<file path="src/rtl/mem_access_unit.sv">
// rtl/mem_access_unit.sv - MEM-stage data-memory access sequencer (dreq/dresp handshake, load extend, store lane encode)
module mem_access_unit (
  input  logic        clk,
  input  logic        resetn,
  input  logic        start,
  input  logic [2:0]  ls_flag,
  input  logic        mem_write_en,
  input  logic [31:0] addr,
  input  logic [31:0] wdata,
  output logic        busy,
  output logic        done,
  output logic [31:0] rdata,
  output logic        addr_error,
  output logic        dreq_valid,
  output logic [31:0] dreq_addr,
  output logic [2:0]  dreq_size,
  output logic [3:0]  dreq_strobe,
  output logic [31:0] dreq_data,
  input  logic        dresp_addr_ok,
  input  logic        dresp_data_ok,
  input  logic [31:0] dresp_data
);

  localparam logic [1:0] S_IDLE = 2'd0;
  localparam logic [1:0] S_REQ  = 2'd1;
  localparam logic [1:0] S_WAIT = 2'd2;
  localparam logic [1:0] S_DONE = 2'd3;

  localparam logic [2:0] LS_NONE    = 3'd0;
  localparam logic [2:0] LS_BTYE    = 3'd1;
  localparam logic [2:0] LS_BTYE_U  = 3'd2;
  localparam logic [2:0] LS_HALFW   = 3'd3;
  localparam logic [2:0] LS_HALFW_U = 3'd4;

  logic [1:0]  state;
  logic [1:0]  state_nxt;
  logic [31:0] addr_q;
  logic [31:0] wdata_q;
  logic [31:0] rdata_q;
  logic [2:0]  flag_q;
  logic        we_q;
  logic        err_q;

  logic        accept;
  logic        misaligned;
  logic        complete;
  logic [15:0] lane;
  logic [31:0] load_val;
  logic [2:0]  size_enc;
  logic [3:0]  strobe_enc;
  logic [31:0] data_enc;

  assign accept   = ((state == S_IDLE) || (state == S_DONE)) && start && (ls_flag != LS_NONE);
  assign complete = ((state == S_REQ) && dresp_addr_ok && dresp_data_ok) ||
                    ((state == S_WAIT) && dresp_data_ok);

  // Alignment check on the incoming request; codes above LS_WORD are treated as word accesses
  always_comb begin
    misaligned = 1'b0;
    case (ls_flag)
      LS_BTYE, LS_BTYE_U:   misaligned = 1'b0;
      LS_HALFW, LS_HALFW_U: misaligned = addr[0];
      default:              misaligned = (addr[1:0] != 2'b00);
    endcase
  end

  // Next-state logic; a misaligned access skips the bus and goes straight to DONE
  always_comb begin
    state_nxt = state;
    case (state)
      S_IDLE, S_DONE: begin
        if (accept) state_nxt = misaligned ? S_DONE : S_REQ;
        else        state_nxt = S_IDLE;
      end
      S_REQ:   if (dresp_addr_ok) state_nxt = dresp_data_ok ? S_DONE : S_WAIT;
      S_WAIT:  if (dresp_data_ok) state_nxt = S_DONE;
      default: state_nxt = S_IDLE;
    endcase
  end

  // State register
  always_ff @(posedge clk or negedge resetn) begin
    if (!resetn) state <= S_IDLE;
    else         state <= state_nxt;
  end

  // Latch the request fields of an aligned access so dreq_* stay stable through the handshake
  always_ff @(posedge clk or negedge resetn) begin
    if (!resetn) begin
      addr_q  <= 32'd0;
      wdata_q <= 32'd0;
      flag_q  <= LS_NONE;
      we_q    <= 1'b0;
    end else if (accept && !misaligned) begin
      addr_q  <= addr;
      wdata_q <= wdata;
      flag_q  <= ls_flag;
      we_q    <= mem_write_en;
    end
  end

  // Result and error capture for the DONE cycle
  always_ff @(posedge clk or negedge resetn) begin
    if (!resetn) begin
      rdata_q <= 32'd0;
      err_q   <= 1'b0;
    end else if (accept) begin
      rdata_q <= 32'd0;
      err_q   <= misaligned;
    end else if (complete) begin
      rdata_q <= load_val;
    end
  end

  assign lane = 16'(dresp_data >> {addr_q[1:0], 3'b000});

  // Load extraction from the raw bus word; stores report zero
  always_comb begin
    load_val = dresp_data;
    case (flag_q)
      LS_BTYE:    load_val = {{24{lane[7]}}, lane[7:0]};
      LS_BTYE_U:  load_val = {24'd0, lane[7:0]};
      LS_HALFW:   load_val = {{16{lane[15]}}, lane[15:0]};
      LS_HALFW_U: load_val = {16'd0, lane[15:0]};
      default:    load_val = dresp_data;
    endcase
    if (we_q) load_val = 32'd0;
  end

  // Store lane encoding: size, byte strobes and lane-replicated data
  always_comb begin
    size_enc   = 3'd2;
    strobe_enc = 4'b1111;
    data_enc   = wdata_q;
    case (flag_q)
      LS_BTYE, LS_BTYE_U: begin
        size_enc   = 3'd0;
        strobe_enc = 4'b0001 << addr_q[1:0];
        data_enc   = {4{wdata_q[7:0]}};
      end
      LS_HALFW, LS_HALFW_U: begin
        size_enc   = 3'd1;
        strobe_enc = 4'b0011 << addr_q[1:0];
        data_enc   = {2{wdata_q[15:0]}};
      end
      default: begin
        size_enc   = 3'd2;
        strobe_enc = 4'b1111;
        data_enc   = wdata_q;
      end
    endcase
    if (!we_q) strobe_enc = 4'b0000;
  end

  assign dreq_valid  = (state == S_REQ);
  assign dreq_addr   = dreq_valid ? addr_q : 32'd0;
  assign dreq_size   = dreq_valid ? size_enc : 3'd0;
  assign dreq_strobe = dreq_valid ? strobe_enc : 4'b0000;
  assign dreq_data   = dreq_valid ? data_enc : 32'd0;

  assign done       = (state == S_DONE);
  assign addr_error = done && err_q;
  assign rdata      = done ? rdata_q : 32'd0;
  assign busy       = (state == S_REQ) || (state == S_WAIT) || (accept && !misaligned);

endmodule
</file>
<file path="config.mk">
export PLATFORM = sky130hd
export DESIGN_NAME = mem_access_unit
export DESIGN_NICKNAME = d
export VERILOG_FILES = /design/src/rtl/mem_access_unit.sv
export SDC_FILE = /design/constraint.sdc
export NUM_CORES = 1
export LEC_CHECK = 0
export BUFFER_PORTS_ARGS = -buffer_cell sky130_fd_sc_hd__buf_4
export CORE_ASPECT_RATIO = 0.8
export CORE_MARGIN = 4
export CORE_UTILIZATION = 51
export CTS_CLUSTER_DIAMETER = 50
export DETAILED_ROUTE_END_ITERATION = 12
export PLACE_DENSITY = 0.82
export SLEW_MARGIN = 20
export SYNTH_ARGS = -nofsm -noshare
export SYNTH_HDL_FRONTEND = slang
export SYNTH_SLANG_ARGS = --single-unit
</file>
<file path="constraint.sdc">
create_clock -name clk -period 2.3 [get_ports clk]
set_input_delay 0.345 -clock clk [delete_from_list [all_inputs] [get_ports clk]]
set_output_delay 0.345 -clock clk [all_outputs]
set_load 0.01 [all_outputs]
</file>
* Word level (Yosys, flattened, before mapping)
Cells that the tools add are included.
** Storage, ports and cells
- Register bits :: 103
- Bits of input ports :: 105
- Word-level logic and storage cells :: 65
** Cells by class
- Equal/unequal tests :: 13
- Shift operators :: 3
- Mux-type cells :: 20
- Reduce and logical (&&, ||, !) cells :: 22
** Operators by type and width (count)
- 2-to-1 mux 32 bit :: 6
- case mux 32 bit (4 select lines) :: 1
- case mux 32 bit (2 select lines) :: 1
- right shift 32 x 5 -> 16 bit :: 1
- equality test 3 x 2 -> 1 bit (second input constant) :: 4
- OR reduction 2 bit :: 5
- 2-to-1 mux 2 bit :: 4
- 2-to-1 mux 4 bit :: 2
- case mux 4 bit (2 select lines) :: 1
- logical AND 1 bit :: 7
- equality test 3 x 1 -> 1 bit (second input constant) :: 2
- equality test 3 bit (second input constant) :: 2
- case mux 2 bit (3 select lines) :: 1
- equality test 2 bit (second input constant) :: 2
- logical OR 1 bit :: 4
- case mux 2 bit (2 select lines) :: 1
- nonzero test 2 bit :: 2
- left shift 1 x 2 -> 4 bit (first input constant) :: 1
- left shift 2 x 2 -> 4 bit (first input constant) :: 1
- 2-to-1 mux 3 bit :: 1
- nonzero test 3 bit :: 1
- equality test 2 x 1 -> 1 bit (second input constant) :: 1
- zero test 2 bit :: 1
- != test 2 x 1 -> 1 bit (second input constant) :: 1
- 5 further kinds :: 5

* Depth between registers and ports, before layout
- Word-level depth :: 6
- Mapped depth :: 9

* Worst setup path before layout
No wires, ideal clock.
- Path type :: register -> output
- From :: register flag_q[1]
- To :: output port dreq_data[16]
- Arrival :: 1.702 ns
- Path slack :: 0.253 ns
- Stages on the path, launching flop included :: 7
- Path buffers :: 2
- Path through :: dfrtp_1 > clkbuf_1 > o21a_1 > nor2_1 > clkbuf_1 > nor2_1 > a21oi_1
** Between the ends
- Cells in the longest elaborated chain, start to end :: 4
- Elaborated cells between the ends (all ways) :: 8
- Classes of those cells :: 4 x eq/ne; 2 x mux; 2 x reduce/logical
** Ends and longest elaborated chain
- start, declared :: line 40 : logic [2:0] flag_q;
- start signal, assigned :: line 97 : flag_q <= ls_flag;
- equality test 3 bit, or another cell as far along :: line 135 : case (flag_q)
- OR reduction 2 bit :: line 135
- case mux 32 bit (2 select lines) (*) :: line 135
- 2-to-1 mux 32 bit (*) :: line 159 : assign dreq_data = dreq_valid ? data_enc : 32'd0;
- end, declared :: line 18 : output logic [31:0] dreq_data,
Mark *: on every way between the ends. The rest lies on a longest branch, timed or not.

* Final worst setup path
- From :: register state[1]
- To :: output port dreq_strobe[0]
** Between the ends
- Cells in the longest elaborated chain, start to end :: 2
** Ends and longest elaborated chain
- start, declared :: line 35 : logic [1:0] state;
- start signal, assigned :: line 84 : else state <= state_nxt;
- equality test 2 x 1 -> 1 bit :: line 155 : assign dreq_valid = (state == S_REQ);
- 2-to-1 mux 4 bit :: line 158 : assign dreq_strobe = dreq_valid ? strobe_enc : 4'b0000;
- end, declared :: line 17 : output logic [3:0] dreq_strobe,
Every way passes these cells.

==> summary.md <==
| Metric | Value |
|---|---|
| Met3 usage | 7.96% |
| Yosys reg bits | 103 |
| Final Hold Vio Count | 0 |
| Synth cell count leaders | dfrtp_1, and2_1, mux2_2 |
| Setup TNS Final | 0 ns |
| Global Route Usage Sum | 25.8% |
| Total Wirelength | 18000 um |
| RSZ-0062 raised after global routing | yes |
| Dpl hpwl | 13600 um |
| Initial antenna violation count | 0 |
| Largest net degree at the start of global routing | 67 |
| TritonRoute pass-1 iters | 5 |
| H-tree depth | 3 |
| Final nets | 936 |
| Share of the synthesized area in the top cell type | 43.3% |
| Total gr overflow | 0 |
| Wire per inst | 18.4 um |
| Arrival time at the worst endpoint | 1.91 ns |
| Synth top area cells | dfrtp_1, mux2_2, and2_1 |
| Asr flop ratio synth | 100% |
| EDFF count, synth | 0 |
| Worst VDD drop | 0.822 mV |
| Clk root buf | clkbuf_16 |
| Clock Skew | 0.00855 ns |
| Largest area contributor in the netlist | dfrtp_1 |
| Starting density of the core | 53.4% |
| Core area | 11100 sq um |
| Total CTS buffers | 9 |
| Final Wtd Congestion | 0.864 |
| LEAKAGE | 4.11 nW |
| Most common cell in the synthesized netlist | dfrtp_1 |
| Die height | 105 um |
| Post-synth top flop | dfrtp_1 |
| Final worst path period need | 2.25 ns |
| N_diodes | 0 |
| Power, Total | 11.4 mW |
| Net Count, Synth | 718 |
| Worst path cell trace | inv_1 -> ha_2 -> buf_8 -> nand2_1 -> nor2_1 -> buf_4 |
| Number of global-route vias before repair | 5640 |
| Port bufs | 210 |
| Clock sink total | 103 |
| Worst-path clk slew | 0.07 ns |
| CTS tree | done |
| Placed Area | 7780 sq um |
| Warnings from Yosys | 0 |
| Chip Width | 129 um |
| Slew Limit Fails | 0 |
| CP Capture Type | output port |
| CP required | 1.96 ns |
| Clock Latency Late Sink | 0.35 ns |
| Via Count | 5611 |
| Syn_area_per_cell | 9.76 sq um |
| Status | complete, no violations |
| CP Class | reg -> out |
| Die ar. | 13500 sq um |
| I/O Pins | 212 |
| Worst rel slew slack | 62.8% |
| Actual slew at the worst max-slew pin | 0.555 ns |
| Max-capacitance violation count | 0 |
| Area grow syn2layout | 39.6% |
| Fmax | 444 MHz |
| Final worst path period share | 98.0% |
| Slowest CP cell | dfrtp_1 |
| GR met1 Demand/Resource | 33.7% |
| Power per Cell Area | 1370 nW/um^2 |
| Detailed router's first-iteration violation count | 444 |
| Cells after Synth | 610 |
| Num rows | 34 |
| # setup viols final | 0 |
| Layout cells sized above 1 | 44.4% |
| Fin area | 8310 sq um |
| CP Launch Type | flip-flop |
| DR vias/cell | 5.74 |
| Maximum clock path buffer count | 2 |
| Register area share after synthesis | 43.3% |
| First-pass GRT wire length | 28300 um |
| DRT antenna net count | 0 |
| HP Class | in -> reg |
| Grt met2 use | 42.2% |
| Largest stage delay, worst path | 0.43 ns |
| Post-Syn Area | 5950 sq um |
| GR peak layer | met2 |
| Crit-path max FO | 18 |
| Drc violations | 0 |
| Synth cell types | 57 |
-- final timing paths --
kind / startpoint / end / slack, ns / cells past startpoint
max: state[1]$_DFFE_PN0P_ / dreq_strobe[0] / 0.05 / 6
min: wdata[11] / wdata_q[11]$_DFFE_PN0P_ / 0.23 / 2
max reg2reg: state[0]$_DFFE_PN0P_ / flag_q[2]$_DFFE_PN0P_ / 0.25 / 7
min reg2reg: rdata_q[16]$_DFFE_PN0P_ / rdata_q[16]$_DFFE_PN0P_ / 0.47 / 2
max in group asynchronous: resetn / wdata_q[17]$_DFFE_PN0P_ / 1.36 / 3
min in group asynchronous: resetn / rdata_q[10]$_DFFE_PN0P_ / 0.33 / 2
-- layer usage --
| metal | part of all wire [%] | vias up |
|---|---|---|
| li1 | - | 2570 |
| met1 | 39 | 2705 |
| met2 | 48 | 292 |
| met3 | 11 | 44 |
| met4 | 2.1 | 0 |
| met5 | 0 | - |
-- sequential cells by signal, indices dropped and copies added (netlist names) --
signal,flops
addr_q,32
state,2
err_q,1
wdata_q,32
we_q,1
rdata_q,32
flag_q,3
-- stage by stage --
stage | hold WS [ns] | utilization (%) | cells | worst slack (ns)
2_1_floorplan | 0.0494 | - | 610 | 0.253
3_3_place_gp | 0.144 | 69.8 | 945 | 0.278
3_5_place_dp | 0.142 | 69.8 | 945 | 0.209
4_1_cts | 0.214 | 73.0 | 962 | 0.00302
5_1_grt | 0.212 | 74.6 | 977 | -0.0266
6_report | 0.227 | 74.6 | 977 | 0.0456
-- report_power, final --
group / internal [mW] / total (mW) / switching (mW)
sequential: 2.66 / 3.33 / 0.668
clock: 0.782 / 1.49 / 0.704
combinational: 3.25 / 6.56 / 3.32
-- layout make-up --
cell class	instances	area (sq um)
flip-flops and latches	103	2580
inverters	23	93.8
fillers	810	2840
clock buffers	10	239
repair buffers	254	1980
multi-input cells	437	3180
well taps	144	180
clock inverters	6	51.3
-- cells in the final DEF (no fill, tap or decap), types with 4 or more instances in the layout --
| master | n |
|---|---|
| nand2_1 | 57 |
| buf_4 | 244 |
| and3b_1 | 13 |
| o311ai_0 | 6 |
| nor2_1 | 51 |
| buf_12 | 5 |
| a21oi_1 | 22 |
| mux2_4 | 9 |
| o31ai_1 | 8 |
| dfrtp_1 | 100 |
| clkbuf_16 | 9 |
| and2_1 | 66 |
| o22ai_1 | 13 |
| a22o_1 | 6 |
| a211oi_1 | 4 |
| o211ai_1 | 8 |
| mux2i_1 | 18 |
| inv_1 | 21 |
| o221ai_1 | 6 |
| mux2_2 | 66 |
| o21ai_0 | 23 |
-- critical path, delay by kind of cell, from the launching register on --
kind | cells | cell delay (ns)
DFF | 1 | 0.43
adders and majority gates | 1 | 0.22
and+or+nand+nor | 2 | 0.47
buffers and inverters | 3 | 0.44
-- timing repair --
| action | in CTS | in global routing |
|---|---|---|
| endpoints found under the hold margin | 1 | 0 |
| setup buffers | 0 | 15 |
| gates resized for setup | 11 | 17 |
| hold buffers | 1 | 0 |
| endpoints found under the setup margin | 24 | 31 |
| pin swaps | 0 | 2 |
-- kinds of logic after synthesis --
family                   after synthesis  share of synthesized area (%)
AND/OR/NAND/NOR                      216                           18.9
AO/OA/AOI/OAI                        121                           13.8
flip-flops                           103                           43.3
multiplexers                          95                           18.3
buffers and inverters                 70                           4.86
adder cells (fa/ha/maj)                3                          0.631
other                                  1                         0.0630
XOR/XNOR                               1                          0.147
(Power assumes the default switching activity.)
